===== config.mk =====
export PLATFORM = sky130hd
export DESIGN_NAME = fifo_drain_serializer_flat
export DESIGN_NICKNAME = d
export VERILOG_FILES = /design/src/rtl/fifo_drain_serializer_if.sv /design/src/rtl/fifo_drain_serializer.sv /design/src/flat_wrapper.sv
export SDC_FILE = /design/constraint.sdc
export NUM_CORES = 1
export LEC_CHECK = 0
export ABC_CLOCK_PERIOD_IN_PS = 2950
export BUFFER_PORTS_ARGS = -buffer_cell sky130_fd_sc_hd__buf_2
export CORE_ASPECT_RATIO = 0.6
export CORE_MARGIN = 5
export CORE_UTILIZATION = 45
export CTS_CLUSTER_SIZE = 24
export DETAILED_ROUTE_END_ITERATION = 6
export PLACE_DENSITY_LB_ADDON = 0.15
export SLEW_MARGIN = 40
export SYNTH_ARGS = -nofsm -noshare
export SYNTH_HDL_FRONTEND = slang
export SYNTH_SLANG_ARGS = --single-unit

===== constraint.sdc =====
create_clock -name clk -period 2.95 [get_ports clk]
set_input_delay 0.1475 -clock clk [delete_from_list [all_inputs] [get_ports clk]]
set_output_delay 0.1475 -clock clk [all_outputs]
set_load 0.02 [all_outputs]

===== src/rtl/fifo_drain_serializer_if.sv =====
// Handshake bundle for the FIFO drain serializer:
// FIFO read side, beat stream side and word counter.
interface fifo_drain_serializer_if #(
  parameter int DATA_WIDTH = 32,
  parameter int BEAT_WIDTH = 8
);
  logic                  en;
  logic                  fifo_empty;
  logic [DATA_WIDTH-1:0] fifo_dout;
  logic                  fifo_rd;
  logic                  m_valid;
  logic                  m_ready;
  logic [BEAT_WIDTH-1:0] m_data;
  logic                  m_last;
  logic [15:0]           word_count;

  modport master (
    input  en,
    input  fifo_empty,
    input  fifo_dout,
    input  m_ready,
    output fifo_rd,
    output m_valid,
    output m_data,
    output m_last,
    output word_count
  );

  modport slave (
    output en,
    output fifo_empty,
    output fifo_dout,
    output m_ready,
    input  fifo_rd,
    input  m_valid,
    input  m_data,
    input  m_last,
    input  word_count
  );
endinterface


===== src/rtl/fifo_drain_serializer.sv =====
// Pops words from a synchronous FIFO and emits them
// LSB beat first over a valid/ready stream.
module fifo_drain_serializer #(
  parameter int DATA_WIDTH = 32,
  parameter int BEAT_WIDTH = 8
) (
  input logic                   clk,
  input logic                   rst,
  fifo_drain_serializer_if.master bus
);
  localparam int BEATS = DATA_WIDTH / BEAT_WIDTH;
  localparam int IW = (BEATS > 1) ? $clog2(BEATS) : 1;
  localparam logic [IW-1:0] LAST_IDX = IW'(BEATS - 1);

  generate
    if (DATA_WIDTH % BEAT_WIDTH != 0) begin : g_bad_width
      $error("DATA_WIDTH must be a multiple of BEAT_WIDTH");
    end
  endgenerate

  typedef enum logic [1:0] {
    IDLE,
    CAPT,
    SEND
  } state_t;

  state_t                r_state;
  logic [DATA_WIDTH-1:0] r_sr;
  logic [IW-1:0]         r_idx;
  logic                  r_valid;
  logic                  r_last;
  logic [BEAT_WIDTH-1:0] r_data;
  logic [15:0]           r_cnt;

  logic                  w_rd;
  logic [DATA_WIDTH-1:0] w_sr_nxt;
  logic [IW-1:0]         w_idx_nxt;

  // Pop is combinational so the FIFO sees it in the IDLE cycle.
  assign w_rd = rst && (r_state == IDLE)
             && bus.en && !bus.fifo_empty;

  assign w_sr_nxt  = r_sr >> BEAT_WIDTH;
  assign w_idx_nxt = r_idx + 1'b1;

  always_ff @(posedge clk or negedge rst) begin
    if (!rst) begin
      r_state <= IDLE;
      r_sr    <= '0;
      r_idx   <= '0;
      r_valid <= 1'b0;
      r_last  <= 1'b0;
      r_data  <= '0;
      r_cnt   <= '0;
    end else begin
      case (r_state)
        IDLE: begin
          if (w_rd) r_state <= CAPT;
        end
        CAPT: begin
          r_sr    <= bus.fifo_dout;
          r_idx   <= '0;
          r_valid <= 1'b1;
          r_data  <= bus.fifo_dout[BEAT_WIDTH-1:0];
          r_last  <= (BEATS == 1);
          r_state <= SEND;
        end
        SEND: begin
          if (bus.m_ready) begin
            if (r_last) begin
              r_valid <= 1'b0;
              r_last  <= 1'b0;
              r_data  <= '0;
              r_cnt   <= r_cnt + 16'd1;
              r_state <= IDLE;
            end else begin
              r_sr   <= w_sr_nxt;
              r_idx  <= w_idx_nxt;
              r_data <= w_sr_nxt[BEAT_WIDTH-1:0];
              r_last <= (w_idx_nxt == LAST_IDX);
            end
          end
        end
        default: r_state <= IDLE;
      endcase
    end
  end

  assign bus.fifo_rd    = w_rd;
  assign bus.m_valid    = r_valid;
  assign bus.m_data     = r_data;
  assign bus.m_last     = r_last;
  assign bus.word_count = r_cnt;
endmodule


===== src/flat_wrapper.sv =====
// flat-port wrapper written by rule: the top's interface ports become plain ports
module fifo_drain_serializer_flat 
#(
  parameter int DATA_WIDTH = 32,
  parameter int BEAT_WIDTH = 8
)
  (clk, rst, bus_en, bus_fifo_empty, bus_fifo_dout, bus_m_ready, bus_fifo_rd, bus_m_valid, bus_m_data, bus_m_last, bus_word_count);
  fifo_drain_serializer_if #(.DATA_WIDTH(DATA_WIDTH), .BEAT_WIDTH(BEAT_WIDTH)) bus_i ();
  input logic clk;
  input logic rst;
  input wire logic [$bits(bus_i.en)-1:0] bus_en;
  input wire logic [$bits(bus_i.fifo_empty)-1:0] bus_fifo_empty;
  input wire logic [$bits(bus_i.fifo_dout)-1:0] bus_fifo_dout;
  input wire logic [$bits(bus_i.m_ready)-1:0] bus_m_ready;
  output wire logic [$bits(bus_i.fifo_rd)-1:0] bus_fifo_rd;
  output wire logic [$bits(bus_i.m_valid)-1:0] bus_m_valid;
  output wire logic [$bits(bus_i.m_data)-1:0] bus_m_data;
  output wire logic [$bits(bus_i.m_last)-1:0] bus_m_last;
  output wire logic [$bits(bus_i.word_count)-1:0] bus_word_count;
  assign bus_i.en = bus_en;
  assign bus_i.fifo_empty = bus_fifo_empty;
  assign bus_i.fifo_dout = bus_fifo_dout;
  assign bus_i.m_ready = bus_m_ready;
  assign bus_fifo_rd = bus_i.fifo_rd;
  assign bus_m_valid = bus_i.m_valid;
  assign bus_m_data = bus_i.m_data;
  assign bus_m_last = bus_i.m_last;
  assign bus_word_count = bus_i.word_count;
  fifo_drain_serializer #(.DATA_WIDTH(DATA_WIDTH), .BEAT_WIDTH(BEAT_WIDTH)) u_core (.clk(clk), .rst(rst), .bus(bus_i));
endmodule

# ---- After elaboration in Yosys (flattened, before gate mapping)
# Index checks and enable logic that the tools add are counted.
dict set report classes {
  n_addsub 2
  n_eq_ne 7
  muxes 19
  reduce_logical 11
}
# operator count
set ops {}
lappend ops {{$mux 32} 2}
lappend ops {{$pmux 32 s2} 1}
lappend ops {{$add 16x1->16 const B} 1}
lappend ops {{$mux 8} 2}
lappend ops {{$pmux 8 s2} 1}
lappend ops {{$reduce_and 3->1} 4}
lappend ops {{$mux 2} 5}
lappend ops {{$ne 2x2->1 const B} 3}
lappend ops {{$pmux 2 s3} 1}
lappend ops {{$eq 2x2->1 const B} 2}
lappend ops {{$mux 1} 4}
lappend ops {{$pmux 1 s2} 2}
lappend ops {{$pmux 2 s2} 1}
lappend ops {{$logic_and 1x1->1} 3}
lappend ops {{$add 2x1->2 const B} 1}
lappend ops {{$eq 2x1->1 const B} 1}
lappend ops {{$logic_not 2->1} 1}
lappend ops {{$ne 2x1->1 const B} 1}
lappend ops {{$reduce_and 2->1} 1}
lappend ops {{$reduce_bool 2->1} 1}
lappend ops {{$logic_not 1->1} 1}
dict set report totals {
  reg_bits 62
  in_bits 37
  out_inout_bits 27
  elab_cells 46
}

# ---- Longest topological paths before layout
# Gate-level depths: netlist of the first run.
dict set report logic_depth {
  depth_word 6
  depth_mapped 7
  depth_no_buf 5
}

# ---- Worst setup path before layout of the first run
# OpenSTA, ideal clock, no wires.
dict set report synth_timing {
  path_kind {reg2reg}
  from {register u_core.r_last (netlist: u_core.bus.m_last)}
  to {register u_core.r_cnt[13] (netlist: u_core.bus.word_count[13])}
  setup_ps 129
  t_arrival_ps 1479
  required_ps 2821
  path_slack_ps 1342
  stages_incl_launch_ff 6
  path_buffers 1
  synth_period_minus_slack_ps 1608
  cell_sequence {dfrtp_1 -> buf_2 -> nand4b_1 -> nor3_2 -> nand4_1 -> xnor2_1}
}
dict set report synth_via {
  elab_chain_cells 1
}
# item line_no
set synth_lines {}
lappend synth_lines {{start, declared} fifo_drain_serializer.sv:31} ;# logic r_last;
lappend synth_lines {{start signal, assigned} fifo_drain_serializer.sv:65} ;# r_last <= (BEATS == 1);
lappend synth_lines {{start signal, assigned} fifo_drain_serializer.sv:80} ;# r_last <= (w_idx_nxt == LAST_IDX);
lappend synth_lines {{$reduce_and 3->1 (no source line)} -}
lappend synth_lines {{end signal, assigned} fifo_drain_serializer.sv:74} ;# r_cnt <= r_cnt + 16'd1;
lappend synth_lines {{end, declared} fifo_drain_serializer.sv:33} ;# logic [15:0] r_cnt;
# Every way passes these cells.
# A chain may end at the register's enable or synchronous reset.

# ---- Final worst setup path of the first run
dict set report layout_timing {
  from {register u_core.r_state[1]}
  to {register u_core.r_data[3] (netlist: u_core.bus.m_data[3])}
}
dict set report layout_via {
  elab_chain_cells 3
  elab_cells_between_ends 6
  classes_between {3 x eq/ne; 1 x mux; 2 x reduce/logical}
}
# item line_no
set layout_lines {}
lappend layout_lines {{start, declared} fifo_drain_serializer.sv:27} ;# state_t r_state;
lappend layout_lines {{start signal, assigned} fifo_drain_serializer.sv:48} ;# r_state <= IDLE;
lappend layout_lines {{start signal, assigned} fifo_drain_serializer.sv:58} ;# if (w_rd) r_state <= CAPT;
lappend layout_lines {{start signal, assigned} fifo_drain_serializer.sv:66} ;# r_state <= SEND;
lappend layout_lines {{$eq 2x2->1 or $eq 2x1->1 (tied branches)} fifo_drain_serializer.sv:56} ;# case (r_state)
lappend layout_lines {{$ne 2x2->1 (no source line) or $reduce_bool 2->1 (tied branches)} -}
lappend layout_lines {{$reduce_and 2->1 (no source line)} -}
lappend layout_lines {{end signal, assigned} fifo_drain_serializer.sv:64} ;# r_data <= bus.fifo_dout[BEAT_WIDTH-1:0];
lappend layout_lines {{end signal, assigned} fifo_drain_serializer.sv:79} ;# r_data <= w_sr_nxt[BEAT_WIDTH-1:0];
lappend layout_lines {{end, declared} fifo_drain_serializer.sv:32} ;# logic [BEAT_WIDTH-1:0] r_data;
# Parallel ways exist; a longest one is shown, timed or not.

==> flow_summary.ini, run 1 <==
[global_route]
grt_pass1_vias = 1763
grt_util_all_layers_pct = 16.51
grt_pass1_wl_um = 9273
grt_max_degree = 55
antenna_found_initial = 0
grt.overflow.total = 0

[route]
drtIter0Drc = 112
vias = 1886
vias_per_cell = 5.056
ant_nets = 0
remaining_drc_errors = 0
first_pass_iters = 4
wire_per_inst_um = 14.50
drt_wl_total_um = 5408

[power]
power_density_nw_per_um2 = 845.7
leakage_nw = 1.440
ir_worst_vdd_mv = 0.2978

[critical_path]
cp-end-kind = flop
critPathKind = flop to flop
critical_path.startpoint_type = flop
cp_max_fo = 18
crit_required_ns = 3.17
cp_data_arrival_time_ns = 2.15

[floorplan]
die_y_um = 67.20
ioPinCount = 64
initial_core_util_pct = 47.37
core-area_sq_um = 5180
placementRows = 20
die_x_um = 105.3
die_area_sq_um = 7077

[yosys]
ys_ff_latch = 54
synth_compound_area_share_pct = 12.14
synthXorXnorAreaFrac_pct = 5.354
muxShareOfSynthArea_pct = 6.527
avgSynthCellArea_sq_um = 10.01
synth_cells = 245
yosys.area_share.simple_pct = 16.78
synthAdderAreaFrac_pct = 1.020
synth_area_sq_um = 2454
synth_top_family_by_area = simple AND/OR/NAND/NOR gates
synth-seq-area-share_pct = 55.07
yosys_warnings = 0
synth_nets = 284
ys_types = 28

[clocking]
cts_made_buffers = 5
cts_num_sinks = 54
cts_setup_buffers = 0
path_clk_slew_ns = 0.09
cts_tree = built
htree_num_levels = 2
clk_latency_ns = 0.30
cts_root_buffer = clkbuf_8
clock_path_buffers = 2

[layout]
ff_latch_area_sq_um = 1351
drive_above_1_share_pct = 24.43
nets = 345
final_cell_mix = buf_2 (63), nand2_1 (60), dfrtp_1 (54), o21ai_0 (34), mux2i_1 (16)
layoutNonFillerInstCount = 373
diodes = 0
area_growth_pct = 18.71
stdcell_area_sq_um = 2913
mostFrequentLayoutCell = buf_2
n_fill_cell = 503
multi_input_area_sq_um = 1028

[placement]
place_congestion = 0.7774
placedCellCount = 364
placed_area_sq_um = 2811
port-buffer-count = 63
hpwl_um = 3839

[min_path]
hp-class = primary input to async pin

[timing]
fmaxAchievable_ghz = 0.5181
finalHoldViolCount = 13
finalSetupViolations = 0
timing.final.crit_period_ns = 1.930
maxSlewViolCount = 0
slew_headroom_pct = 55.04
clock_skew_ns = 0.005592
period_share_pct = 65.43
fin_hold_ws_ns = -0.009181
rsz0062_at_grt = false
fin_setup_tns_ns = 0
worstMarginPinSlew_ns = 0.6744

[status]
violations = negative hold slack
status = finished, violations left

[run]
cap_violations = 0
-- flip-flops by register name (all words and copies together) (netlist names) --
signal / cells
u_core.bus.m_data: 8
u_core.bus.m_last: 1
u_core.bus.m_valid: 1
u_core.bus.word_count: 16
u_core.r_idx: 2
u_core.r_sr: 24
u_core.r_state: 2
-- metal layers --
metal	global-route usage (%)	up-vias	wire, um
met5	0	-	0
met4	3.437	0	31
met3	5.062	5	410
met2	20.24	67	1972
met1	27.17	854	2994
li1	-	960	-
-- timing repair --
item                                   in CTS  in global routing
hold buffers                                1                  0
resized for setup                           0                  0
endpoints found under the hold margin       1                  0
-- kinds of logic (layout without fill, tap and decap cells) --
logic type	count (synthesis)	in the layout
AO/OA/AOI/OAI	50	50
XOR/XNOR	15	15
adder cells (fa/ha/maj)	2	2
buffers and inverters	16	78
flip-flops	54	54
multiplexers	16	16
AND/OR/NAND/NOR	92	92
-- path summary, 6_finish.rpt --
path,startpoint,to,slack [ns],cells after the start
min in group clk,bus_fifo_dout[30],u_core.r_sr[30],0.08,3
setup / recovery,u_core.r_state[1],u_core.bus.m_data[3],1.02,5
max in group asynchronous,rst,u_core.bus.word_count[5],2.51,2
hold / removal,rst,u_core.bus.m_data[0],-0.009,2
setup reg to reg,u_core.r_state[1],u_core.bus.m_data[3],1.02,5
hold reg to reg,u_core.bus.word_count[15],u_core.bus.word_count[15],0.47,1
-- cell usage after synthesis --
library cell | n | area (sq um)
nand2_1 | 60 | 225.2
dfrtp_1 | 54 | 1351
o21ai_0 | 34 | 170.2
mux2i_1 | 16 | 160.2
xnor2_1 | 10 | 87.58
nand3_1 | 9 | 45.04
a2bb2oi_1 | 8 | 70.07
buf_2 | 7 | 35.03
nor3_1 | 5 | 25.02
xor2_1 | 5 | 43.79
clkbuf_1 | 4 | 15.01
nand4_1 | 4 | 25.02
a21oi_1 | 3 | 15.01
inv_1 | 3 | 11.26
nand2b_1 | 3 | 18.77
nor2_1 | 3 | 11.26
a22o_1 | 2 | 17.52
buf_4 | 2 | 15.01
ha_1 | 2 | 25.02
nor2b_1 | 2 | 12.51
nor4_1 | 2 | 12.51
a32o_1 | 1 | 10.01
and4b_1 | 1 | 10.01
nand3b_1 | 1 | 7.510
nand4b_1 | 1 | 8.760
nor3_2 | 1 | 10.01
o21a_1 | 1 | 7.510
o31ai_1 | 1 | 7.510
-- worst max-delay path, stage by stage (launching register included) --
cell	delay (ns)
dfrtp_1	0.61
nor2b_2	0.22
buf_4	0.31
nand2_1	0.23
nand2_1	0.29
a2bb2oi_1	0.19
-- through the flow --
stage	power (mW)	util (%)	worst slack, ns
after floorplan	1.802	-	1.342
after global placement	2.035	54.28	1.150
after detailed placement	2.064	54.28	1.069
after CTS	2.490	56.23	1.038
after global routing	2.662	56.23	0.8241
final	2.463	56.23	1.020
-- power breakdown --
part	total [mW]	internal, mW	switching (mW)	leakage (nW)
clock	0.419	0.190	0.229	0.0482
sequential	1.18	0.987	0.192	0.697
combinational	0.866	0.362	0.503	0.695
total	2.46	1.54	0.924	1.44
-- layout make-up --
| class | count | area share (%) |
|---|---|---|
| Inverter | 3 | 0.3866 |
| Tap cell | 66 | 2.835 |
| Timing Repair Buffer | 67 | 11.94 |
| Clock buffer | 7 | 2.964 |
| Sequential cell | 54 | 46.39 |
| Clock inverter | 1 | 0.1718 |
| Multi-Input combinational cell | 175 | 35.31 |
Note: power is estimated with default switching activity, not from simulation.
==> run 2: changes to the inputs <==
- ABC_AREA: unset -> 1
- ABC_CLOCK_PERIOD_IN_PS: 2950 -> 2000
- clock period: 2.95 -> 2 ns (I/O delays scaled with it)
==> run 2 against run 1 <==
The flow now finishes without violations. Sequential power is 45% higher. Routed wire length up 5.5%. Power grew 49%. Global-route usage is 0.20 points higher. Area after synthesis is 5.7% higher. Setup slack lost 0.73 ns. Cell count up 17%. Core utilization fell by 1.4 points. Critical path depth up 2. Critical endpoint is now u_core.r_sr[23].
==> flow_summary.ini, run 2 <==
[status]
status = complete, no violations

[timing]
worstMarginPinSlew_ns = 0.4719
finalSetupViolations = 0
finalHoldViolCount = 0
clock_skew_ns = 0.005488
timing.final.crit_period_ns = 1.712
slew_headroom_pct = 68.54
maxSlewViolCount = 0
rsz0062_at_grt = false
fmaxAchievable_ghz = 0.5841
period_share_pct = 85.60
fin_ws_ns = 0.2880
fin_setup_tns_ns = 0

[clocking]
cts_tree = built
htree_num_levels = 2
cts_hold_buf = 2
cts_root_buffer = clkbuf_8
clock_path_buffers = 2
path_clk_slew_ns = 0.09
clk_latency_ns = 0.30
cts_num_sinks = 54
cts_setup_buffers = 0
cts_resized = 0
cts_made_buffers = 5

[yosys]
yosysTopAreaCell = dfrtp_1
yosysTopAreaCellShare_pct = 52.10
synth_area_sq_um = 2594
synth_nets = 332
yosys.cell_count.top_type = nand2_1
synth-edff-count = 0
ys.flop_type = dfrtp_1
avgSynthCellArea_sq_um = 8.852
yosys.area_share.simple_pct = 24.94
synthAdderAreaFrac_pct = 0.9648
synth_top_family_by_area = simple AND/OR/NAND/NOR gates
muxShareOfSynthArea_pct = 0
postSynth.asyncResetShare_pct = 100.0
synthTopCellsByCount = nand2_1 (67), dfrtp_1 (54), nor2_1 (36)
ys_ff_latch = 54
ys_types = 30
yosys_warnings = 0
synth-seq-area-share_pct = 52.10
synth_area_leaders = dfrtp_1 (52%), nand2_1 (9.7%), nor2_1 (5.2%)
synth_cells = 293
synth_compound_area_share_pct = 11.87
synthXorXnorAreaFrac_pct = 3.039

[min_path]
hp-start = bus_fifo_dout[31]
hp-class = primary input to flop

[global_route]
grt_util_all_layers_pct = 16.70
grt_pass1_vias = 1985
grt.overflow.total = 0
grt_max_degree = 44
antenna_found_initial = 0
grt_pass1_wl_um = 9715

[critical_path]
cp-end-kind = flop
crit_start = u_core.r_state[0]
path_cells = inv_4 -> nand2_8 -> nor2_8 -> nand2_4 -> nand2_4 -> o211ai_1 -> o21ai_0
crit_required_ns = 2.22
critPathBufInv = 1
critPathKind = flop to flop
cp_max_fo = 43
cp_data_arrival_time_ns = 1.93
reg2reg_from = u_core.r_state[0]
slowest_stage = dfrtp_1
critical_path.startpoint_type = flop
worst_path_largest_cell_delay_ns = 0.50
cpMostUsedCell = nand2_4
cp_top_family = simple AND/OR/NAND/NOR gates

[power]
leakage_nw = 1.462
power_density_nw_per_um2 = 1198
ir_worst_vdd_mv = 0.4350

[floorplan]
die_x_um = 108.0
die_area_sq_um = 7432
placementRows = 21
die_y_um = 68.81
ioPinCount = 64
core-area_sq_um = 5570
initial_core_util_pct = 46.56

[route]
vias_per_cell = 4.808
ant_nets = 0
first_pass_iters = 5
vias = 2106
drt_wl_total_um = 5705
remaining_drc_errors = 0
drtIter0Drc = 92
wire_per_inst_um = 13.03

[layout]
mostFrequentLayoutCell = nand2_1
diodes = 0
largest_reg_flops = 24
top_register = u_core.r_sr
drive_above_1_share_pct = 25.70
nets = 396
final_cell_mix = nand2_1 (67), buf_2 (63), dfrtp_1 (54), nor2_1 (36), inv_1 (22)
area_growth_pct = 17.85

[run]
cap_violations = 0

[placement]
port-buffer-count = 63
post-place-ws_ns = 0.3172
hpwl_um = 4237
place_congestion = 0.8006
## run 2: path summary, 6_finish.rpt
path / end / slack [ns] / cells after the start
worst min-delay path: u_core.r_sr[31] / 0.04 / 3
max in group asynchronous: u_core.r_sr[14] / 0.93 / 3
worst max register to register: u_core.r_sr[23] / 0.29 / 7
worst min register to register: u_core.bus.m_valid / 0.49 / 2
worst max-delay path: u_core.r_sr[23] / 0.29 / 7
min in group asynchronous: u_core.r_sr[30] / 0.25 / 2
## run 2: final cells by class
type | count | area, sq um
Fill cell | 547 | 2514
Sequential cell | 54 | 1351
Multi-Input combinational cell | 203 | 1059
Timing Repair Buffer | 67 | 350.3
Inverter | 26 | 105.1
Tap cell | 80 | 100.1
Clock buffer | 7 | 86.33
Clock inverter | 1 | 5.005
## run 2: routing by layer
layer	global-route usage, %	vias up	routed length, um
li1	-	1082	-
met1	25.78	956	3091
met2	23.37	64	2097
met3	4.651	4	482
met4	2.835	0	34
met5	0	-	0
## run 2: cells by family (layout without fill, tap and decap cells)
kind of cell,after synthesis,in the layout
flip-flops,54,54
adder cells (fa/ha/maj),2,2
AND/OR/NAND/NOR,139,139
AO/OA/AOI/OAI,53,53
XOR/XNOR,9,9
buffers and inverters,36,101
## run 2: power breakdown
group          switching [mW]  internal [mW]
Clock                   0.345          0.280
Sequential              0.241           1.47
Combinational           0.862          0.463
## run 2: per-stage QoR
stage	instances	utilization, %	power (mW)	cell area [sq um]	hold WS (ns)
6_report	438	54.87	3.662	3057	0.04219
5_1_grt	438	54.87	3.977	3057	0.05334
4_1_cts	438	54.87	3.700	3057	0.03833
3_5_place_dp	428	52.88	3.069	2945	0.05861
3_3_place_gp	428	52.88	3.029	2945	0.05736
2_1_floorplan	293	-	2.704	2594	-0.1956
## run 2: worst register-to-register path, cell delays in order, from the launching register on
cell	delay, ns
dfrtp_1	0.50
inv_4	0.14
nand2_8	0.12
nor2_8	0.19
nand2_4	0.08
nand2_4	0.33
o211ai_1	0.17
o21ai_0	0.10
